**src/rtl/arb_pkg.sv**
```systemverilog
// ============================================================================
//  Module      : arb_pkg
//  Description : Shared types for the SRAM arbiter: response FSM state
//                encoding and requester identifiers.
//  Revision    : 1.0 - initial release
// ============================================================================
`default_nettype none

package arb_pkg;

    // Response tracking state: which port (if any) owns the read data
    // returned by the SRAM in the current cycle.
    typedef enum logic [1:0] {
        ST_IDLE    = 2'd0,
        ST_IF_RESP = 2'd1,
        ST_DM_RESP = 2'd2
    } arb_state_t;

    // Requester identifier, used by the round-robin pointer.
    typedef enum logic {
        REQ_IF = 1'b0,
        REQ_DM = 1'b1
    } req_id_t;

    // The requester that is not the given one.
    function automatic req_id_t other_port(input req_id_t id);
        return (id == REQ_IF) ? REQ_DM : REQ_IF;
    endfunction

endpackage

`default_nettype wire

```
**src/rtl/arb_grant.sv**
```systemverilog
// ============================================================================
//  Module      : arb_grant
//  Description : Two-port grant logic for the SRAM arbiter. Grants are
//                combinational from the requests and the arbitration state.
//                Default build: data port has priority, with a starvation
//                guard that forces the fetch port ahead after STARVE_LIMIT
//                consecutive denials.
//                Macro SRAM_ARB_RR_EN: plain round-robin on contention.
//  Revision    : 1.0 - initial release
// ============================================================================
`default_nettype none

module arb_grant
    import arb_pkg::*;
#(
    parameter int STARVE_LIMIT = 4
) (
    input  logic clk,
    input  logic rst,
    input  logic if_req_i,
    input  logic dm_req_i,
    output logic if_gnt_o,
    output logic dm_gnt_o
);

`ifdef SRAM_ARB_RR_EN

    // Points at the port that wins the next contention.
    req_id_t rr_ptr_q;
    logic    contend;

    // Grant decision: single requester wins outright, contention follows pointer.
    always_comb begin
        contend  = if_req_i && dm_req_i;
        if_gnt_o = 1'b0;
        dm_gnt_o = 1'b0;
        if (!rst) begin
            if (contend) begin
                if_gnt_o = (rr_ptr_q == REQ_IF);
                dm_gnt_o = (rr_ptr_q == REQ_DM);
            end else begin
                if_gnt_o = if_req_i;
                dm_gnt_o = dm_req_i;
            end
        end
    end

    // Pointer flips only when a contention was actually resolved.
    always_ff @(posedge clk) begin
        if (rst) begin
            rr_ptr_q <= REQ_DM;
        end else if (contend) begin
            rr_ptr_q <= other_port(rr_ptr_q);
        end
    end

`else

    localparam int CNT_W = (STARVE_LIMIT < 1) ? 1 : $clog2(STARVE_LIMIT + 1);
    localparam logic [CNT_W-1:0] LIMIT = CNT_W'(STARVE_LIMIT);

    // Consecutive cycles the fetch port has been refused, saturating at LIMIT.
    logic [CNT_W-1:0] starve_cnt_q;
    logic             force_if;

    // Grant decision: DM wins contention unless the fetch port is starving.
    always_comb begin
        force_if = (starve_cnt_q == LIMIT);
        if_gnt_o = 1'b0;
        dm_gnt_o = 1'b0;
        if (!rst) begin
            if_gnt_o = if_req_i && (!dm_req_i || force_if);
            dm_gnt_o = dm_req_i && !if_gnt_o;
        end
    end

    // Starvation counter: counts refused fetch cycles, cleared on a fetch grant.
    always_ff @(posedge clk) begin
        if (rst) begin
            starve_cnt_q <= '0;
        end else if (if_gnt_o) begin
            starve_cnt_q <= '0;
        end else if (if_req_i && (starve_cnt_q != LIMIT)) begin
            starve_cnt_q <= starve_cnt_q + CNT_W'(1);
        end
    end

`endif

endmodule

`default_nettype wire

```
**src/rtl/sram_arbiter.sv**
```systemverilog
// ============================================================================
//  Module      : sram_arbiter
//  Description : Arbitrates a single-port synchronous SRAM between an
//                instruction-fetch read port (IF) and a data read/write
//                port (DM). One access per cycle, 1-cycle read latency,
//                back-to-back throughput. Each port keeps the last read
//                data in a hold register between responses.
//                Optional macro: SRAM_ARB_RR_EN selects round-robin
//                arbitration instead of DM priority with starvation guard.
//  Revision    : 1.0 - initial release
// ============================================================================
`default_nettype none

module sram_arbiter
    import arb_pkg::*;
#(
    parameter int ADDR_W       = 14,
    parameter int DATA_W       = 32,
    parameter int STARVE_LIMIT = 4
) (
    input  logic              clk,
    input  logic              rst,
    // instruction fetch port
    input  logic              if_req,
    input  logic [ADDR_W-1:0] if_addr,
    output logic              if_gnt,
    output logic              if_rvalid,
    output logic [DATA_W-1:0] if_rdata,
    // data port
    input  logic              dm_req,
    input  logic              dm_web,
    input  logic [ADDR_W-1:0] dm_addr,
    input  logic [DATA_W-1:0] dm_bweb,
    input  logic [DATA_W-1:0] dm_wdata,
    output logic              dm_gnt,
    output logic              dm_rvalid,
    output logic [DATA_W-1:0] dm_rdata,
    // SRAM macro interface
    output logic              sram_ceb,
    output logic              sram_web,
    output logic [ADDR_W-1:0] sram_a,
    output logic [DATA_W-1:0] sram_bweb,
    output logic [DATA_W-1:0] sram_di,
    input  logic [DATA_W-1:0] sram_do
);

    arb_state_t        state_q;
    logic [DATA_W-1:0] if_hold_q;
    logic [DATA_W-1:0] dm_hold_q;

    arb_grant #(
        .STARVE_LIMIT (STARVE_LIMIT)
    ) u_grant (
        .clk      (clk),
        .rst      (rst),
        .if_req_i (if_req),
        .dm_req_i (dm_req),
        .if_gnt_o (if_gnt),
        .dm_gnt_o (dm_gnt)
    );

    // SRAM drive: the granted requester owns the macro pins this cycle.
    always_comb begin
        sram_ceb  = 1'b1;
        sram_web  = 1'b1;
        sram_a    = '0;
        sram_bweb = '1;
        sram_di   = '0;
        if (!rst) begin
            if (if_gnt) begin
                sram_ceb = 1'b0;
                sram_a   = if_addr;
            end else if (dm_gnt) begin
                sram_ceb  = 1'b0;
                sram_web  = dm_web;
                sram_a    = dm_addr;
                sram_bweb = dm_bweb;
                sram_di   = dm_wdata;
            end
        end
    end

    // Response FSM and hold registers: remember who owns next cycle's sram_do
    // and keep each port's last returned word.
    always_ff @(posedge clk) begin
        if (rst) begin
            state_q   <= ST_IDLE;
            if_hold_q <= '0;
            dm_hold_q <= '0;
        end else begin
            case (state_q)
                ST_IF_RESP: if_hold_q <= sram_do;
                ST_DM_RESP: dm_hold_q <= sram_do;
                default:    ;
            endcase
            if (if_gnt) begin
                state_q <= ST_IF_RESP;
            end else if (dm_gnt && dm_web) begin
                state_q <= ST_DM_RESP;
            end else begin
                state_q <= ST_IDLE;
            end
        end
    end

    // A response in flight when reset hits is dropped, so rvalid and rdata
    // are masked while rst is high.
    assign if_rvalid = (state_q == ST_IF_RESP) && !rst;
    assign dm_rvalid = (state_q == ST_DM_RESP) && !rst;

    assign if_rdata = if_rvalid ? sram_do : (rst ? '0 : if_hold_q);
    assign dm_rdata = dm_rvalid ? sram_do : (rst ? '0 : dm_hold_q);

endmodule

`default_nettype wire
```
**config.mk**
```make
export PLATFORM = sky130hd
export DESIGN_NAME = sram_arbiter
export DESIGN_NICKNAME = d
export VERILOG_FILES = /design/src/rtl/arb_pkg.sv /design/src/rtl/arb_grant.sv /design/src/rtl/sram_arbiter.sv
export SDC_FILE = /design/constraint.sdc
export NUM_CORES = 1
export LEC_CHECK = 0
export BUFFER_PORTS_ARGS = -buffer_cell sky130_fd_sc_hd__clkbuf_2
export CAP_MARGIN = 5
export CORE_MARGIN = 4
export CORE_UTILIZATION = 35
export CTS_BUF_LIST = sky130_fd_sc_hd__clkbuf_16
export DETAILED_ROUTE_END_ITERATION = 8
export GPL_ROUTABILITY_DRIVEN = 0
export PLACE_DENSITY = 0.79
export SYNTH_ARGS = -nofsm -noshare
export SYNTH_HDL_FRONTEND = slang
export SYNTH_HIERARCHICAL = 1
export SYNTH_SLANG_ARGS = --single-unit
```
**constraint.sdc**
```tcl
create_clock -name clk -period 3.7 [get_ports clk]
set_input_delay 0.37 -clock clk [delete_from_list [all_inputs] [get_ports clk]]
set_output_delay 0.37 -clock clk [all_outputs]
set_load 0.02 [all_outputs]
```
==> results.sh <==
export IMPL_outcome="finished, final reports clean"
export IMPL_grt_overflow=0
export IMPL_layout_common_cells="clkbuf_2 (276), nand2b_1 (130), mux2i_1 (128)"
export IMPL_fmaxAchievable_mhz=320
export IMPL_hold_buffers=0
export IMPL_die_width_um=118
export IMPL_grt_max_degree=98
export IMPL_combPwrFrac_pct=17.0
export IMPL_drtAntennaViolNets=0
export IMPL_dp_hpwl_um=14200
export IMPL_post_cts_buffers=0
export IMPL_setup_tns_final_ns=0
export IMPL_ys_types=26
export IMPL_via_per_inst=4.77
export IMPL_antenna_found_initial=6
export IMPL_portBuffers=276
export IMPL_max_slew_margin_pct=36.6
export IMPL_row_count=39
export IMPL_p_int_uw=1490
export IMPL_yosysTopAreaCellShare_pct=32.7
export IMPL_htreeDepth=3
export IMPL_rsz0062_at_grt="no"
export IMPL_fin_crit_sh_pct=84.6
export IMPL_critPathKind="register to output port"
export IMPL_postSynthCellCount=440
export IMPL_drt_wirelength_per_cell_um=19.9
export IMPL_cts_resized=0
export IMPL_hold_viol=0
export IMPL_grt_pass1_wl_um=24800
export IMPL_r2r_start="u_grant/starve_cnt_q[0]$_SDFFE_PP0P_"
export IMPL_synth_flop_cell="dfxtp_1"
export IMPL_async_flop_share_pct=0
export IMPL_grt_use_total_pct=23.5
export IMPL_io_pins=277
export IMPL_yosysWarnings=6
export IMPL_cap_violations=0
export IMPL_r2r_end="state_q[1]$_SDFF_PP0_"
export IMPL_fin_worst_skew_ns=0.00812
export IMPL_drt_iter0_drc=249
export IMPL_fill_cells=1118
export IMPL_r2r_setup_slack_ns=1.40
export IMPL_min_delay_start="dm_web"
export IMPL_tightest_slew_ns=0.951
export IMPL_hold_depth=2
export IMPL_die_area_um2=13900
export IMPL_synth_area_per_cell_um2=9.60
export IMPL_synthTopCellsByArea="dfxtp_1 (33%), mux2i_1 (30%), nand2b_1 (19%)"
export IMPL_r2r_cells=6
export IMPL_hold_ws_ns=0.304
export IMPL_leakage_uw=0.00313
export IMPL_core_area_um2=11600
export IMPL_p_switching_uw=511
export IMPL_clkLatencyLatePin_ns=0.32
export IMPL_worst_path_max_fanout=66
export IMPL_swShare_pct=25.5
export IMPL_post_route_min_period_ns=3.13
export IMPL_utilization_pct=51.5
export IMPL_setup_viol=0
export IMPL_yosysTopAreaCell="dfxtp_1"
export IMPL_cp_required_ns=3.33
export IMPL_drt_wl_total_um=16800
export IMPL_clkPwrFrac_pct=44.8
export IMPL_area_growth_pct=41.5
export IMPL_grt_pass1_vias=4032
export IMPL_ir_drop_uv=198
export IMPL_clkTransAtPathRegs_ns=0.05
export IMPL_cts_buffers_inserted=9
export IMPL_cts_path_max_buffers=2
export IMPL_min_path_type="primary input to register"
export IMPL_hold_path_end="state_q[1]$_SDFF_PP0_"
export IMPL_ys_ff_latch=69
export IMPL_via_count=4044
export IMPL_synth_edf_count=0
export IMPL_die_h_um=118
export IMPL_syn_num_nets=571
export IMPL_final_common_cell="clkbuf_2"
export IMPL_clockRootBuffer="clkbuf_16"
export IMPL_fin_nets=830
export IMPL_pwr_share_seq_pct=38.2
export IMPL_cts_sinks=69
export IMPL_post_route_drc_count=0
export IMPL_synth_area_um2=4220
export IMPL_cts_tree="built"
export IMPL_drv_slew=0
export IMPL_power_density_nw_per_um2=335
export IMPL_drtPass1Iterations=4
export IMPL_endpoint_kind="output port"
export IMPL_critPathLaunchType="register"
export IMPL_initial_core_util_pct=36.4
export IMPL_yosysSeqAreaShare_pct=32.7
export IMPL_crit_arrival_ns=2.76
export IMPL_layout_drive_gt1_share_pct=42.9
## registers in the layout, indices dropped and copies added (netlist names)
name and flops:
state_q 2, u_grant/starve_cnt_q 3, if_hold_q 32, dm_hold_q 32
## power by group through the flow
stage | Clock, uW | Combinational [uW] | Sequential (uW)
floorplan | 0 | 192 | 779
global placement | 0 | 342 | 780
detailed placement | 0 | 343 | 780
CTS | 916 | 344 | 764
global route | 951 | 365 | 765
finish | 896 | 341 | 764
## cells by family (layout without fill, tap and decap cells)
kind of cell / Yosys count / count (layout) / synth area share (%)
other: 0 / 1 / 0
AOI/OAI and AO/OA: 21 / 21 / 4.33
DFF: 69 / 69 / 32.7
and+or+nand+nor: 180 / 180 / 26.5
adders and majority gates: 2 / 2 / 0.592
buffers and inverters: 40 / 304 / 5.48
muxes: 128 / 128 / 30.3
## through the flow
stage	cells	total power, uW	cell area, um^2	worst slack (ns)
after floorplan	440	970	4220	0.990
after global placement	831	1120	5660	0.983
after detailed placement	831	1120	5660	0.914
after CTS	847	2020	5970	0.556
after global routing	848	2080	5980	0.321
final	848	2000	5980	0.571
## critical path: stages, from the launching register on
cell	delay, ns
dfxtp_1	0.35
inv_1	0.07
ha_1	0.24
a311oi_1	0.60
nor3b_4	0.28
buf_4	0.48
and2_1	0.22
clkbuf_2	0.17
## cell type report
type                            count  area, um^2  share of cell area, %
Multi-Input combinational cell    331        2630                   44.0
Tap cell                          143         179                   2.99
Clock buffer                        9         225                   3.77
Sequential cell                    69        1380                   23.1
Inverter                            5        18.8                  0.314
Antenna cell                        1        2.50                 0.0419
Timing Repair Buffer              283        1450                   24.2
Clock inverter                      7        91.3                   1.53
## synth_stat cells, types with 2 or more instances
cell type and number:
nand2_1 3, ha_1 2, mux2i_1 128, nor2_1 3, dfxtp_1 69, clkbuf_1 8, buf_2 7, inv_1 5
nand3_1 2, nand2b_1 131, nor2b_1 2, and2_1 33, a32o_1 13, a21oi_1 4, buf_4 19
## per-layer routing
metal  routed length, um  global-route usage [%]  vias to the layer above
li1                    -                       -                     2017
met1                6450                    25.9                     1819
met2                8220                    40.3                      171
met3                1660                    11.1                       27
met4                 402                    6.74                       10
met5                  94                       0                        -
## worst max path at each step
stage                                              start           to  slack, ns  depth (start not counted)
finish              u_grant/starve_cnt_q[0]$_SDFFE_PP0P_  sram_di[30]       0.57                          7
global route        u_grant/starve_cnt_q[0]$_SDFFE_PP0P_  sram_di[29]       0.32                          7
CTS                 u_grant/starve_cnt_q[0]$_SDFFE_PP0P_  sram_di[29]       0.56                          7
detailed placement  u_grant/starve_cnt_q[0]$_SDFFE_PP0P_  sram_di[29]       0.91                          7
global placement                                     rst  sram_di[29]       0.98                          6
floorplan           u_grant/starve_cnt_q[0]$_SDFFE_PP0P_  sram_di[10]       0.99                          7
Note: power is estimated with default switching activity, not from simulation.
